### config.mk
export PLATFORM = sky130hd
export DESIGN_NAME = dac_stream_scheduler
export DESIGN_NICKNAME = d
export VERILOG_FILES = /design/src/rtl/dac_sched_pkg.sv /design/src/rtl/dac_sample_fifo.sv /design/src/rtl/dac_stream_scheduler.sv
export SDC_FILE = /design/constraint.sdc
export NUM_CORES = 1
export LEC_CHECK = 0
export CAP_MARGIN = 15
export CORE_MARGIN = 2
export CORE_UTILIZATION = 60
export DETAILED_ROUTE_END_ITERATION = 10
export DONT_BUFFER_PORTS = 1
export PLACE_DENSITY = 0.76
export REMOVE_ABC_BUFFERS = 1
export SLEW_MARGIN = 5
export SYNTH_ARGS = -nofsm -noshare
export SYNTH_HDL_FRONTEND = slang
export SYNTH_SLANG_ARGS = --single-unit
### constraint.sdc
create_clock -name sys_clk -period 7.4 [get_ports sys_clk]
set_clock_uncertainty 0.2 [all_clocks]
set_input_delay 1.48 -clock sys_clk [delete_from_list [all_inputs] [get_ports sys_clk]]
set_output_delay 1.48 -clock sys_clk [all_outputs]
set_load 0.02 [all_outputs]
### src/rtl/dac_sched_pkg.sv
// Shared constants, channel state encoding and sample-format helper for the DAC stream scheduler.
package dac_sched_pkg;

  localparam int DW = 14;
  localparam logic [DW-1:0] MID = {1'b1, {(DW-1){1'b0}}};

  typedef enum logic [1:0] {
    IDLE     = 2'd0,
    PRIME    = 2'd1,
    RUN      = 2'd2,
    UNDERRUN = 2'd3
  } ch_state_e;

  typedef enum logic [1:0] {
    SRC_STREAM = 2'd0,
    SRC_CSR    = 2'd1,
    SRC_RAMP   = 2'd2
  } src_mode_e;

  // Two's complement to offset binary is an MSB flip; unsigned samples pass through.
  function automatic logic [DW-1:0] to_offset_bin(input logic [DW-1:0] s, input logic is_signed);
    if (is_signed) begin
      return {~s[DW-1], s[DW-2:0]};
    end else begin
      return s;
    end
  endfunction

endpackage

### src/rtl/dac_sample_fifo.sv
// Per-channel synchronous sample FIFO with occupancy level and synchronous flush.
module dac_sample_fifo #(
  parameter int W  = 14,
  parameter int AW = 4
) (
  input  logic          clk,
  input  logic          rst_n,
  input  logic          flush,
  input  logic          push,
  input  logic          pop,
  input  logic [W-1:0]  din,
  output logic [W-1:0]  dout,
  output logic [AW:0]   level,
  output logic          full,
  output logic          empty
);

  localparam int DEPTH = 1 << AW;

  logic [W-1:0]  mem [DEPTH];
  logic [AW-1:0] wptr;
  logic [AW-1:0] rptr;
  logic          do_push;
  logic          do_pop;

  assign full    = (level == (AW+1)'(DEPTH));
  assign empty   = (level == '0);
  assign do_push = push && !full && !flush;
  assign do_pop  = pop && !empty && !flush;
  assign dout    = mem[rptr];

  // Storage array write port.
  always_ff @(posedge clk) begin
    if (do_push) begin
      mem[wptr] <= din;
    end
  end

  // Pointers and level; flush empties the FIFO in one edge.
  always_ff @(posedge clk) begin
    if (!rst_n || flush) begin
      wptr  <= '0;
      rptr  <= '0;
      level <= '0;
    end else begin
      if (do_push) wptr <= wptr + AW'(1);
      if (do_pop)  rptr <= rptr + AW'(1);
      case ({do_push, do_pop})
        2'b10:   level <= level + (AW+1)'(1);
        2'b01:   level <= level - (AW+1)'(1);
        default: level <= level;
      endcase
    end
  end

endmodule

### src/rtl/dac_stream_scheduler.sv
// Two-channel DAC sample scheduler: FIFO buffering, source select, shared rate tick, underrun handling.
// Optional DAC_TEST_RAMP_EN adds a cfg_ramp input selecting a per-tick sawtooth test source.
module dac_stream_scheduler
  import dac_sched_pkg::*;
#(
  parameter int FIFO_AW = 4,
  parameter int DIV_W   = 16,
  parameter int UCNT_W  = 16
) (
  input  logic               sys_clk,
  input  logic               rst_n,
  input  logic               s1_valid,
  output logic               s1_ready,
  input  logic [DW-1:0]      s1_data,
  input  logic               s2_valid,
  output logic               s2_ready,
  input  logic [DW-1:0]      s2_data,
  input  logic [1:0]         cfg_en,
  input  logic [1:0]         cfg_src,
  input  logic               cfg_signed,
  input  logic               cfg_hold,
  input  logic [DIV_W-1:0]   cfg_div,
  input  logic [FIFO_AW:0]   cfg_prime,
  input  logic [DW-1:0]      csr_data1,
  input  logic [DW-1:0]      csr_data2,
`ifdef DAC_TEST_RAMP_EN
  input  logic [1:0]         cfg_ramp,
`endif
  output logic [DW-1:0]      data1,
  output logic               wrt1_en,
  output logic [DW-1:0]      data2,
  output logic               wrt2_en,
  output logic [UCNT_W-1:0]  ucnt1,
  output logic [UCNT_W-1:0]  ucnt2,
  input  logic               ucnt_clr,
  output logic [1:0]         state1,
  output logic [1:0]         state2
);

  logic [DIV_W-1:0]  div_cnt;
  logic              tick;
  logic [FIFO_AW:0]  prime_eff;

  logic              s_valid  [2];
  logic [DW-1:0]     s_data   [2];
  logic [DW-1:0]     csr_data [2];
  logic              ready_a  [2];
  logic [DW-1:0]     data_a   [2];
  logic              wrt_a    [2];
  logic [UCNT_W-1:0] ucnt_a   [2];
  logic [1:0]        state_a  [2];

  assign s_valid[0]  = s1_valid;
  assign s_valid[1]  = s2_valid;
  assign s_data[0]   = s1_data;
  assign s_data[1]   = s2_data;
  assign csr_data[0] = csr_data1;
  assign csr_data[1] = csr_data2;

  assign s1_ready = ready_a[0];
  assign s2_ready = ready_a[1];
  assign data1    = data_a[0];
  assign data2    = data_a[1];
  assign wrt1_en  = wrt_a[0];
  assign wrt2_en  = wrt_a[1];
  assign ucnt1    = ucnt_a[0];
  assign ucnt2    = ucnt_a[1];
  assign state1   = state_a[0];
  assign state2   = state_a[1];

  assign tick      = (div_cnt >= cfg_div);
  assign prime_eff = (cfg_prime == '0) ? (FIFO_AW+1)'(1) : cfg_prime;

  // Shared rate divider so both channels update on the same edge.
  always_ff @(posedge sys_clk) begin
    if (!rst_n) begin
      div_cnt <= '0;
    end else if (tick) begin
      div_cnt <= '0;
    end else begin
      div_cnt <= div_cnt + DIV_W'(1);
    end
  end

`ifdef DAC_TEST_RAMP_EN
  logic [DW-1:0] ramp_cnt;

  // Free-running sawtooth advanced once per tick.
  always_ff @(posedge sys_clk) begin
    if (!rst_n) begin
      ramp_cnt <= '0;
    end else if (tick) begin
      ramp_cnt <= ramp_cnt + DW'(1);
    end else begin
      ramp_cnt <= ramp_cnt;
    end
  end
`endif

  for (genvar i = 0; i < 2; i++) begin : g_ch
    src_mode_e         mode;
    src_mode_e         mode_q;
    ch_state_e         st;
    ch_state_e         st_n;
    logic              active;
    logic              stream;
    logic              prime_ok;
    logic              ready;
    logic              push;
    logic              pop;
    logic              flush;
    logic              full;
    logic              empty;
    logic              under;
    logic              wrt_q;
    logic [FIFO_AW:0]  level;
    logic [DW-1:0]     fifo_out;
    logic [DW-1:0]     static_val;
    logic [DW-1:0]     data_q;
    logic [DW-1:0]     data_n;
    logic [UCNT_W-1:0] ucnt_q;

`ifdef DAC_TEST_RAMP_EN
    assign mode = cfg_ramp[i] ? SRC_RAMP : (cfg_src[i] ? SRC_CSR : SRC_STREAM);
    assign static_val = (mode == SRC_RAMP) ? ((i == 0) ? ramp_cnt : ramp_cnt + MID)
                                           : to_offset_bin(csr_data[i], cfg_signed);
`else
    assign mode = cfg_src[i] ? SRC_CSR : SRC_STREAM;
    assign static_val = to_offset_bin(csr_data[i], cfg_signed);
`endif

    // A source change looks like a one-cycle disable, which routes the channel through IDLE.
    assign stream   = (mode == SRC_STREAM);
    assign active   = cfg_en[i] && (mode == mode_q);
    assign prime_ok = (level >= prime_eff);
    assign ready    = active && stream && (st != IDLE) && !full;
    assign push     = s_valid[i] && ready;

    dac_sample_fifo #(.W(DW), .AW(FIFO_AW)) u_fifo (
      .clk   (sys_clk),
      .rst_n (rst_n),
      .flush (flush),
      .push  (push),
      .pop   (pop),
      .din   (s_data[i]),
      .dout  (fifo_out),
      .level (level),
      .full  (full),
      .empty (empty)
    );

    // Channel next-state, FIFO control and next output sample.
    always_comb begin
      st_n   = st;
      pop    = 1'b0;
      flush  = 1'b0;
      under  = 1'b0;
      data_n = data_q;
      if (!active) begin
        st_n   = IDLE;
        flush  = 1'b1;
        data_n = MID;
      end else begin
        case (st)
          IDLE: begin
            flush  = 1'b1;
            data_n = MID;
            st_n   = stream ? PRIME : RUN;
          end
          PRIME, UNDERRUN: begin
            if (tick && prime_ok) begin
              st_n   = RUN;
              pop    = 1'b1;
              data_n = to_offset_bin(fifo_out, cfg_signed);
            end else begin
              st_n = st;
            end
          end
          RUN: begin
            if (!stream) begin
              flush  = 1'b1;
              data_n = tick ? static_val : data_q;
            end else if (!tick) begin
              st_n = RUN;
            end else if (!empty) begin
              pop    = 1'b1;
              data_n = to_offset_bin(fifo_out, cfg_signed);
            end else begin
              st_n   = UNDERRUN;
              under  = 1'b1;
              data_n = cfg_hold ? data_q : MID;
            end
          end
          default: begin
            st_n   = IDLE;
            flush  = 1'b1;
            data_n = MID;
          end
        endcase
      end
    end

    // Channel state, registered pin outputs and saturating underrun counter.
    always_ff @(posedge sys_clk) begin
      if (!rst_n) begin
        st     <= IDLE;
        mode_q <= SRC_STREAM;
        data_q <= MID;
        wrt_q  <= 1'b0;
        ucnt_q <= '0;
      end else begin
        st     <= st_n;
        mode_q <= mode;
        data_q <= data_n;
        wrt_q  <= (st_n == RUN) || (st_n == UNDERRUN);
        if (ucnt_clr) begin
          ucnt_q <= '0;
        end else if (under && (ucnt_q != '1)) begin
          ucnt_q <= ucnt_q + UCNT_W'(1);
        end else begin
          ucnt_q <= ucnt_q;
        end
      end
    end

    assign ready_a[i] = ready;
    assign data_a[i]  = data_q;
    assign wrt_a[i]   = wrt_q;
    assign ucnt_a[i]  = ucnt_q;
    assign state_a[i] = st;
  end

endmodule

==> results.md, run 1 <==
- Maximum clock insertion buffer count: 3
- WL per Instance: 24.33 µm
- I/O Buffers: 0
- Sequential-to-total area share from yosys stat: roughly 67%
- Clock power share: a little over two fifths
- Critical path class: in2reg
- N_diodes: 0
- Seq pwr share: 55.1%
- Post-synth cell types: 71
- DRC Markers: 0
- Final Hold Vio Count: 0
- # fillers: between 2000 and 3000
- Largest stage delay on the critical path: 490 ps
- Power Dens Cells: between 200 and 250 mW/mm²
- Final net count: about 1600
- Total Power Consumption: between 6000 and 7000 µW
- Final wirelength: around 50000 µm
- Arr. time, crit path: about 5200 ps
- Core area: slightly below 0.04 mm²
- Max-slew headroom: 20.46%
- #FFs+latches synth: roughly 570
- Worst path slowest cell: a211oi_2
- DP Wirelength: 30290 µm
- Layout cells sized above 1: around a fifth
- Post-DR vias/cell: roughly 6.3
- CP delay by family, top: compound AO/OA/AOI/OAI gates
- Outcome: complete, no violations
- Worst-Skew Late Latency: 620 ps
- Most numerous cell in the Yosys netlist: edfxtp_1
- Crit end category: flip-flop
- Post-Syn Area per Cell: 16.02 µm²
- Top cell type's share of synthesized area: 57.06%
- Max Slew Vio Count: 0
- Unrepaired setup endpoints after global routing: no
- Num CTS Buffers: 56
- Worst Hold Class: reg2reg
- CP Buf/Inv Count: 2
- Hold depth: 2
- Synth area leader: edfxtp_1
- Post-synth EDFFs: 448
- Stages on worst setup path: 19
- Most common flop cell mapped by yosys: edfxtp_1
- Net Switching: about 1300 µW
- TritonCTS clock tree: done
- Htree depth: 2
- Final period util: 67.06%
- Leakage: just over 0.008 µW
- Combinational share of power: 1.2%
- Largest cells by area after synthesis: edfxtp_1 (57%), mux4_2 (13%), dfxtp_1 (10%)
- Fmax: ~0.20 GHz
- Root Buffer: clkbuf_16
- Die area: 0.04090 mm²
- Required time worst endpoint: roughly 7700 ps
- Actual slew at the worst max-slew pin: between 1000 and 1500 ps
- Startpoint Class: input port
- Setup TNS: 0 ps
- Max cap viols: 0
- GR Layer Usage met3: approximately 6%
- Peak VDD IR: roughly 0.00022 V
- First-pass GRT wire length: roughly 77000 µm
- Minimum clock period: approximately 5000 ps
- Sw Ratio: about a fifth
- Post-Synthesis Cells: about 1500
- Layout area overhead: 10.42%
- Worst path cell trace: inv_1 -> a41o_1 -> ha_1 -> nor2b_1 -> o21ai_0 -> nand4_1 -> a211oi_2 -> nand2_1 -> inv_1 -> ha_1 -> xor2_1 -> ha_1 -> nand2_1 -> a221oi_1 -> a211oi_1 -> nand2_1 -> nor4b_1 -> o21a_1 -> nor3_1
- Initial Util: approximately 60%
- Vias: 13020
- Initial DRC Count: 1586
- Die height: a little over 200 µm
- Yosys warning total: 0
- CP max FO: 14
- Most instantiated cells after synthesis: edfxtp_1 (448), mux4_2 (138), dfxtp_1 (118)
- Post-Syn Area: ~0.024 mm²
- Clk pin slew, worst setup/hold paths: 60 ps
- Routed Antenna Nets: 0
- Final Setup Violations: 0
- Initial antenna violation count: 0
- Die width: roughly 200 µm
- Top Usage Layer GRT: met2
- Met2 Use GR: a little under two fifths
- GRT overflow: 0
- I/O pins: approximately 160
- Sink Count: 566
- Placer Congestion: 0.8921
- CTS-repair resized insts: 0
- Pint: 5009 µW
- Setup Fix Bufs, Post-CTS: 0
- Vias in the first global route: ~13000
- Largest net degree at the start of global routing: 55
- Worst R2R Path Depth: 17
- DRT Pass-1 Iters: 5
- Asr flop ratio synth: 0%
- Met1 GRT Util: approximately 36%
- Post-cts hold buffer count: 0
- Row count: approximately 70
- Total track usage: 25.03%
cell families (layout without fill, tap and decap cells):
kind of cell | Yosys count | count (layout) | share of synthesized area [%]
buffers and inverters | 120 | 193 | 2.197
AOI/OAI and AO/OA | 189 | 189 | 4.887
xor gates and xnor gates | 43 | 43 | 1.597
and+or+nand+nor | 357 | 357 | 8.056
muxes | 152 | 152 | 13.80
DFF | 566 | 566 | 67.08
adders and majority gates | 45 | 45 | 2.388
registers in the layout, summed over array words and instances, names as in the netlist, 2 cells and up, named ones only:
signal / flops
g_ch.u_fifo.rptr: 8
g_ch.u_fifo.level: 10
div_cnt: 16
state2: 2
state1: 2
data2: 14
ucnt2: 16
ucnt1: 16
data1: 14
g_ch.u_fifo.wptr: 8
g_ch.mode_q: 2
g_ch.u_fifo.mem: 448
tightest hold or removal path, cell delays in order (launching register included):
cell	delay [ps]
dfxtp_1	320
nand2_1	80
a21oi_1	70
metrics by stage:
| step | instances | util [%] | cell area, µm² | worst slack, ps | hold WS (ps) |
|---|---|---|---|---|---|
| CTS | 2063 | 67.21 | 26030 | 2535 | 312.1 |
| floorplan | 1398 | - | 23230 | 2400 | 263.1 |
| detailed placement | 1958 | 62.60 | 24250 | 1878 | 301.7 |
| global placement | 1958 | 62.60 | 24250 | 2017 | 288.4 |
| finish | 2063 | 67.21 | 26030 | 2437 | 309.6 |
| global route | 2063 | 67.21 | 26030 | 2048 | 346.5 |
metal layers:
| layer | vias to the layer above | share of wire, % |
|---|---|---|
| met5 | - | 0 |
| met4 | 0 | 2.9 |
| met3 | 99 | 9.1 |
| met2 | 567 | 46 |
| met1 | 6543 | 42 |
| li1 | 5806 | - |
power groups by stage:
stage	Sequential, µW	Clock [µW]	Combinational, µW
after floorplan	3510	0	51.3
after detailed placement	3520	0	73.9
after global placement	3520	0	71.0
after CTS	3450	2790	75.0
final	3450	2740	75.3
after global routing	3450	2900	84.9
path summary, 6_finish.rpt:
check | start | to | slack, ps
max | cfg_prime[4] | g_ch[1].u_fifo.level[4] | 2440
min reg2reg | g_ch[1].u_fifo.rptr[1] | flip-flop | 310
min | g_ch[1].u_fifo.rptr[1] | flip-flop | 310
max reg2reg | div_cnt[0] | g_ch[1].u_fifo.level[4] | 3000
layout by cell type, fill, tap and decap left out, types with 6 or more instances in the layout:
master,n
a21oi_1,83
clkbuf_8,8
xnor2_1,18
clkbuf_1,17
nand2_1,62
nor2b_1,29
nor3_1,16
and2_1,7
clkinv_1,6
mux4_2,138
clkinv_2,9
mux2i_1,10
nor3_2,8
edfxtp_1,448
o31ai_1,9
nand2b_1,11
or3_1,11
nor2_1,109
nand3_1,34
a211oi_1,14
dfxtp_1,114
ha_1,45
or4_1,9
o211ai_1,6
nand4_1,13
and3_1,16
o21ai_0,38
buf_4,42
xor2_1,25
and4_1,7
clkbuf_16,56
inv_1,46
area by class of cell:
type	count	area (µm²)	share of cell area, %
clock inverters	24	207.7	0.7978
flip-flops and latches	566	15830	60.79
clock buffers	81	1575	6.051
well taps	518	648.1	2.490
multi-input cells	786	7289	28.00
repair buffers	42	315.3	1.211
inverters	46	172.7	0.6632
Power figures use the tool's default switching activity.
==> inputs of run 2 (changes only) <==
==> constraint.sdc (replaced) <==
create_clock -name sys_clk -period 4.9 [get_ports sys_clk]
set_clock_uncertainty 0.2 [all_clocks]
set_input_delay 0.98 -clock sys_clk [delete_from_list [all_inputs] [get_ports sys_clk]]
set_output_delay 0.98 -clock sys_clk [all_outputs]
set_load 0.02 [all_outputs]
==> run 2 against run 1 <==
  * Register-to-register slack worse by 2200 ps
  * Final cell count rose by 0.39%
  * Sequential power rose by 51%
  * Clock-buffer cell count increased by 1
  * Clock power increased by 58%
  * Final area rose by 0.71%
  * Sequential share of layout area down 0.42 points
  * Via count up 2.4%
  * Largest cell class unchanged
  * Largest power group unchanged
==> results.md, run 2 (synthesis results as in run 1) <==
- N_diodes: 0
- Startpoint Class: input port
- Worst r2r src: g_ch[1].u_fifo.level[2]
- Placer Congestion: between 0.8 and 0.9
- DRC Markers: 0
- WL per Instance: about 25 µm
- Reg-to-reg endpoint: g_ch[1].u_fifo.level[4]
- Final Setup Violations: 0
- Worst R2R Path Depth: 17
- Multi-input gate area in the final layout: 0.007289 mm²
- Die height: around 200 µm
- CP max FO: 7
- Minimum clock period: roughly 4200 ps
- Actual slew at the worst max-slew pin: about 1200 ps
- Required time worst endpoint: 5160 ps
- I/O pins: ~160
- Stages on worst setup path: 19
- Largest net degree at the start of global routing: between 50 and 60
- Worst path cell trace: inv_1 -> a41o_1 -> ha_1 -> nor2b_1 -> o21ai_0 -> nand4_1 -> a211oi_2 -> nand2_1 -> inv_1 -> ha_1 -> xor2_1 -> ha_1 -> nand2_1 -> a221oi_1 -> a211oi_1 -> nand2_1 -> nor4b_1 -> o21a_1 -> nor3_1
- Maximum clock insertion buffer count: 3
- Peak VDD IR: 0.0002992 V
- Commonest non-fill, non-tap cell in the layout: edfxtp_1
- Place WS: between 150 and 200 ps
- Final period util: 85.27%
- First-pass GRT wire length: about 79000 µm
- I/O Buffers: 0
- Htree depth: 2
- Hold wc startpoint: s1_data[12]
- Setup WS post-layout: around 700 ps
- Layout area overhead: 11.20%
- Fmax: about 0.24 GHz
- Commonest cells after routing, fill and taps aside: edfxtp_1 (448), mux4_2 (138), dfxtp_1 (114), nor2_1 (109), a21oi_1 (83)
- Max Slew Vio Count: 0
- Initial Util: between 60% and 70%
- Root Buffer: clkbuf_16
- Critical path class: in2reg
- Final wirelength: 51220 µm
- Post-cts hold buffer count: 0
- Clk pin slew, worst setup/hold paths: 70 ps
- Routed Antenna Nets: 0
- FF-to-FF setup slack: between 800 and 900 ps
- CTS-repair resized insts: 0
- Largest stage delay on the critical path: slightly below 400 ps
- Leakage: between 0.008 and 0.009 µW
- GRT overflow: 0
- Final Hold Vio Count: 0
- Worst-Skew Late Latency: roughly 600 ps
- Setup Fix Bufs, Post-CTS: 0
- Layout cells sized above 1: between 20% and 30%
- Worst Hold Class: in2reg
- Core area: between 0.03 and 0.04 mm²
- Setup TNS: 0 ps
- Die width: around 200 µm
- Storage element area: roughly 0.016 mm²
- Critical Path Source: cfg_prime[4]
- Critical Path End: g_ch[1].u_fifo.level[4]
- Total track usage: 25.44%
- Initial antenna violation count: 0
- Power Dens Cells: 367.6 mW/mm²
- DRT Pass-1 Iters: 7
- Worst path slowest cell: nor4b_1
- TritonCTS clock tree: done
- Initial DRC Count: 1474
- Largest register FFs: between 400 and 500
- CP Buf/Inv Count: 2
- DP Wirelength: approximately 31000 µm
- Post-DR vias/cell: 6.436
- Max cap viols: 0
- Die area: ~0.041 mm²
- Unrepaired setup endpoints after global routing: no
- # fillers: about 2500
- Largest reg by FF count: g_ch.u_fifo.mem
- CP delay by family, top: compound AO/OA/AOI/OAI gates
- Final net count: around 1600
- Outcome: complete, no violations
- Vias in the first global route: between 10000 and 15000
- Num CTS Buffers: 55
- Vias: approximately 13000
- Arr. time, crit path: about 4400 ps
- Sink Count: 566
- Row count: 72
- Max-slew headroom: between 20% and 30%
- Crit end category: flip-flop
-- run 2: changes by cell type in the layout (fill, tap and decap cells not counted), moves of 2 or more --
cell	before	now
buf_4	42	53
bufinv_16	2	4
clkbuf_1	17	12
clkbuf_8	8	14
clkinv_1	6	4
clkinv_8	3	0
clkinvlp_4	3	0
-- run 2: through the flow --
stage          total power (µW)  cells  hold WS [ps]  instance area, µm²  util, %
5_1_grt                    9888   2071         234.1               26220    67.68
3_3_place_gp               5415   1969         289.9               24340    62.82
3_5_place_dp               5420   1969         292.0               24340    62.82
2_1_floorplan              5384   1398         263.1               23230        -
6_report                   9637   2071         261.1               26220    67.68
4_1_cts                    9693   2071         233.5               26220    67.68
-- run 2: cell type report --
type / count / share of cell area [%]
Clock buffer: 82 / 6.252
Clock inverter: 20 / 0.9258
Inverter: 46 / 0.6586
Multi-Input combinational cell: 786 / 27.80
Sequential cell: 566 / 60.37
Tap cell: 518 / 2.472
Timing Repair Buffer: 53 / 1.518
-- run 2: how the worst min path moves through the flow --
stage | slack (ps) | cells after the start | endpoint
after floorplan | 260 | 2 | g_ch[0].u_fifo.level[4]
after global placement | 290 | 2 | g_ch[1].u_fifo.rptr[3]
after detailed placement | 290 | 2 | flip-flop
after CTS | 230 | 0 | g_ch[0].u_fifo.mem[2][7]
after global routing | 230 | 0 | g_ch[0].u_fifo.mem[5][1]
final | 260 | 0 | g_ch[0].u_fifo.mem[8][12]
-- run 2: where the power goes --
group / total, µW / leakage, µW / internal [µW] / switching, µW
logic: 113 / 0.00249 / 37.9 / 75.4
clock network: 4320 / 0.000929 / 2530 / 1790
registers: 5210 / 0.00498 / 5180 / 21.3
-- run 2: routing by layer --
metal / vias up / routed length [µm] / GRT usage (%)
met3: 69 / 4492 / 5.272
met4: 0 / 1136 / 7.351
met5: - / 0 / 0
li1: 5830 / - / -
met1: 6827 / 21040 / 35.75
met2: 603 / 24550 / 40.93
-- run 2: worst reg2reg max path, stage by stage (launching register included) --
cell      delay (ps)
dfxtp_1          630
ha_1             240
nand2_1           50
o21ai_0          190
nand4_1          190
a211oi_2         270
nand2_1          140
inv_1             80
ha_1             300
xor2_1           110
ha_1             280
nand2_1          100
a221oi_1          70
a211oi_1         340
nand2_1           90
nor4b_1          390
o21a_1           190
nor3_1            40
==> inputs of run 3 (changes only) <==
--- a/config.mk
+++ b/config.mk
@@ -10,9 +10,8 @@
 export CORE_UTILIZATION = 60
 export DETAILED_ROUTE_END_ITERATION = 10
 export DONT_BUFFER_PORTS = 1
-export PLACE_DENSITY = 0.76
+export PLACE_DENSITY = 0.74
 export REMOVE_ABC_BUFFERS = 1
-export SLEW_MARGIN = 5
 export SYNTH_ARGS = -nofsm -noshare
 export SYNTH_HDL_FRONTEND = slang
 export SYNTH_SLANG_ARGS = --single-unit
==> run 3 against run 2 <==
  * Via count fell by 1.4%
  * Combinational power increased by 5%
  * Clock power is 5% lower
  * Maximum frequency up 0.32%
  * Utilization decreased by 0.29 points
  * Largest power group unchanged
  * Highest routed layer is now met5
==> results.md, run 3 (synthesis results as in run 1) <==
- Outcome: complete, no violations
- Max-slew headroom: a little over a fifth
- Sw Ratio: between 15 and 20%
- Worst Hold Slack: roughly 260 ps
- Leakage: around 0.0083 µW
- I/O Buffers: 0
- CTS-repair resized insts: 0
- Net Switching: around 1900 µW
- Total track usage: between 20% and 30%
- Initial DRC Count: ~1400
- Power Dens Cells: about 360 mW/mm²
- Metal3 WL: 4638 µm
- Routed Antenna Nets: 0
- Setup Fix Bufs, Post-CTS: 0
- Die width: about 200 µm
- # fillers: around 2600
- Critical path class: in2reg
- Final period util: between 80% and 90%
- Initial Util: between 60 and 70%
- Post-DR vias/cell: around 6.3
- Critical Path End: g_ch[1].u_fifo.level[4]
- I/O pins: between 150 and 200
- Layout cells sized above 1: roughly a fifth
- Layout area overhead: 10.71%
- DRT Pass-1 Iters: 5
- Required time worst endpoint: 5210 ps
- Metal-1 WL: about 21000 µm
- Largest reg by FF count: g_ch.u_fifo.mem
- Worst Hold Class: in2reg
- Multi-input gate area in the final layout: about 0.0073 mm²
- Die area: 0.04090 mm²
- Die height: 202.2 µm
- Setup TNS: 0 ps
- FF-to-FF setup slack: 850 ps
- Worst R2R Path Depth: 17
- WL per Instance: ~25 µm
- Met2 Wirelength: between 20000 and 30000 µm
- Max Slew Vio Count: 0
- Clock power share: a little over two fifths
- Vias in the first global route: approximately 13000
- Num CTS Buffers: 55
- DRC Markers: 0
- Minimum clock period: ~4200 ps
- Fmax: between 0.2 and 0.25 GHz
- Highest metal used: met5
- Max cap viols: 0
- Final wirelength: 51930 µm
- Final Setup Violations: 0
- Commonest cells after routing, fill and taps aside: edfxtp_1 (448), mux4_2 (138), dfxtp_1 (114), nor2_1 (109), a21oi_1 (84)
- Row count: 72
- Worst r2r src: g_ch[1].u_fifo.level[2]
- Worst-Skew Late Latency: around 610 ps
- Unrepaired setup endpoints after global routing: no
- Initial antenna violation count: 3
- Arr. time, crit path: around 4500 ps
- Core area: slightly below 0.04 mm²
- Vias: approximately 13000
- Root Buffer: clkbuf_16
- Actual slew at the worst max-slew pin: approximately 1200 ps
- CP max FO: 7
- First-pass GRT wire length: about 78000 µm
- Sink Count: 566
- DP Wirelength: 30880 µm
- Critical Path Source: cfg_prime[4]
- Final net count: ~1600
- Reg-to-reg endpoint: g_ch[1].u_fifo.level[4]
- Htree depth: 2
- TritonCTS clock tree: done
- Placer Congestion: about 0.88
- Seq pwr share: roughly 55%
- Largest net degree at the start of global routing: 55
- Post-cts hold buffer count: 0
- Storage element area: between 0.015 and 0.02 mm²
- Combinational share of power: between 1 and 1.5%
- GRT overflow: 0
- Maximum clock insertion buffer count: 3
- N_diodes: 0
- Clk pin slew, worst setup/hold paths: approximately 60 ps
- Peak VDD IR: 0.0002958 V
- Crit end category: flip-flop
- Pint: 7595 µW
- Commonest non-fill, non-tap cell in the layout: edfxtp_1
- Startpoint Class: input port
- Largest register FFs: 448
- Final Hold Vio Count: 0
==> run 3: layer usage <==
layer | GRT usage (%) | vias up
li1 | - | 5826
met3 | 5.805 | 92
met2 | 41.78 | 539
met4 | 8.081 | 4
met5 | 0 | -
met1 | 35.13 | 6687
==> run 3: power groups by stage <==
stage          logic [µW]  clock network, µW  registers, µW
5_1_grt               132               4380           5200
3_5_place_dp          118                  0           5310
2_1_floorplan        77.5                  0           5310
3_3_place_gp          113                  0           5310
4_1_cts               119               4190           5210
6_report              119               4120           5210
==> run 3: layout make-up <==
type / count / area share, %
Sequential cell: 566 / 60.64
Multi-Input combinational cell: 786 / 27.91
Clock buffer: 64 / 5.402
Tap cell: 518 / 2.483
Timing Repair Buffer: 54 / 1.601
Clock inverter: 38 / 1.299
Inverter: 46 / 0.6615
==> run 3: worst min path at each step <==
stage                                        from                         to  slack [ps]  cells past startpoint
after floorplan           g_ch[0].u_fifo.level[4]    g_ch[0].u_fifo.level[4]         260                      2
after global placement     g_ch[1].u_fifo.rptr[3]     g_ch[1].u_fifo.rptr[3]         290                      2
after detailed placement   g_ch[1].u_fifo.rptr[3]     g_ch[1].u_fifo.rptr[3]         300                      2
after CTS                             s1_data[12]  g_ch[0].u_fifo.mem[4][12]         230                      0
after global routing                   s1_data[5]  g_ch[0].u_fifo.mem[10][5]         240                      0
final                                  s1_data[1]  g_ch[0].u_fifo.mem[14][1]         260                      0
==> run 3: critical path, cell delays in order <==
cell and delay, ps:
inv_1 60, a41o_1 270, ha_1 280, nor2b_1 40, o21ai_0 170, nand4_1 180, a211oi_2 260, nand2_1 150
inv_1 80, ha_1 290, xor2_1 110, ha_1 290, nand2_1 100, a221oi_1 70, a211oi_1 340, nand2_1 100
nor4b_1 350, nor3_1 120, nor3_1 210
==> run 3: through the flow <==
| stage | cells | power, µW | utilization [%] | instance area, µm² | setup WS [ps] |
|---|---|---|---|---|---|
| floorplan | 1398 | 5384 | - | 23230 | 399.6 |
| global placement | 1970 | 5420 | 62.87 | 24350 | 430.7 |
| detailed placement | 1970 | 5426 | 62.87 | 24350 | 287.6 |
| CTS | 2072 | 9518 | 67.39 | 26100 | 805.2 |
| global route | 2072 | 9716 | 67.39 | 26100 | 327.1 |
| finish | 2072 | 9449 | 67.39 | 26100 | 734.8 |
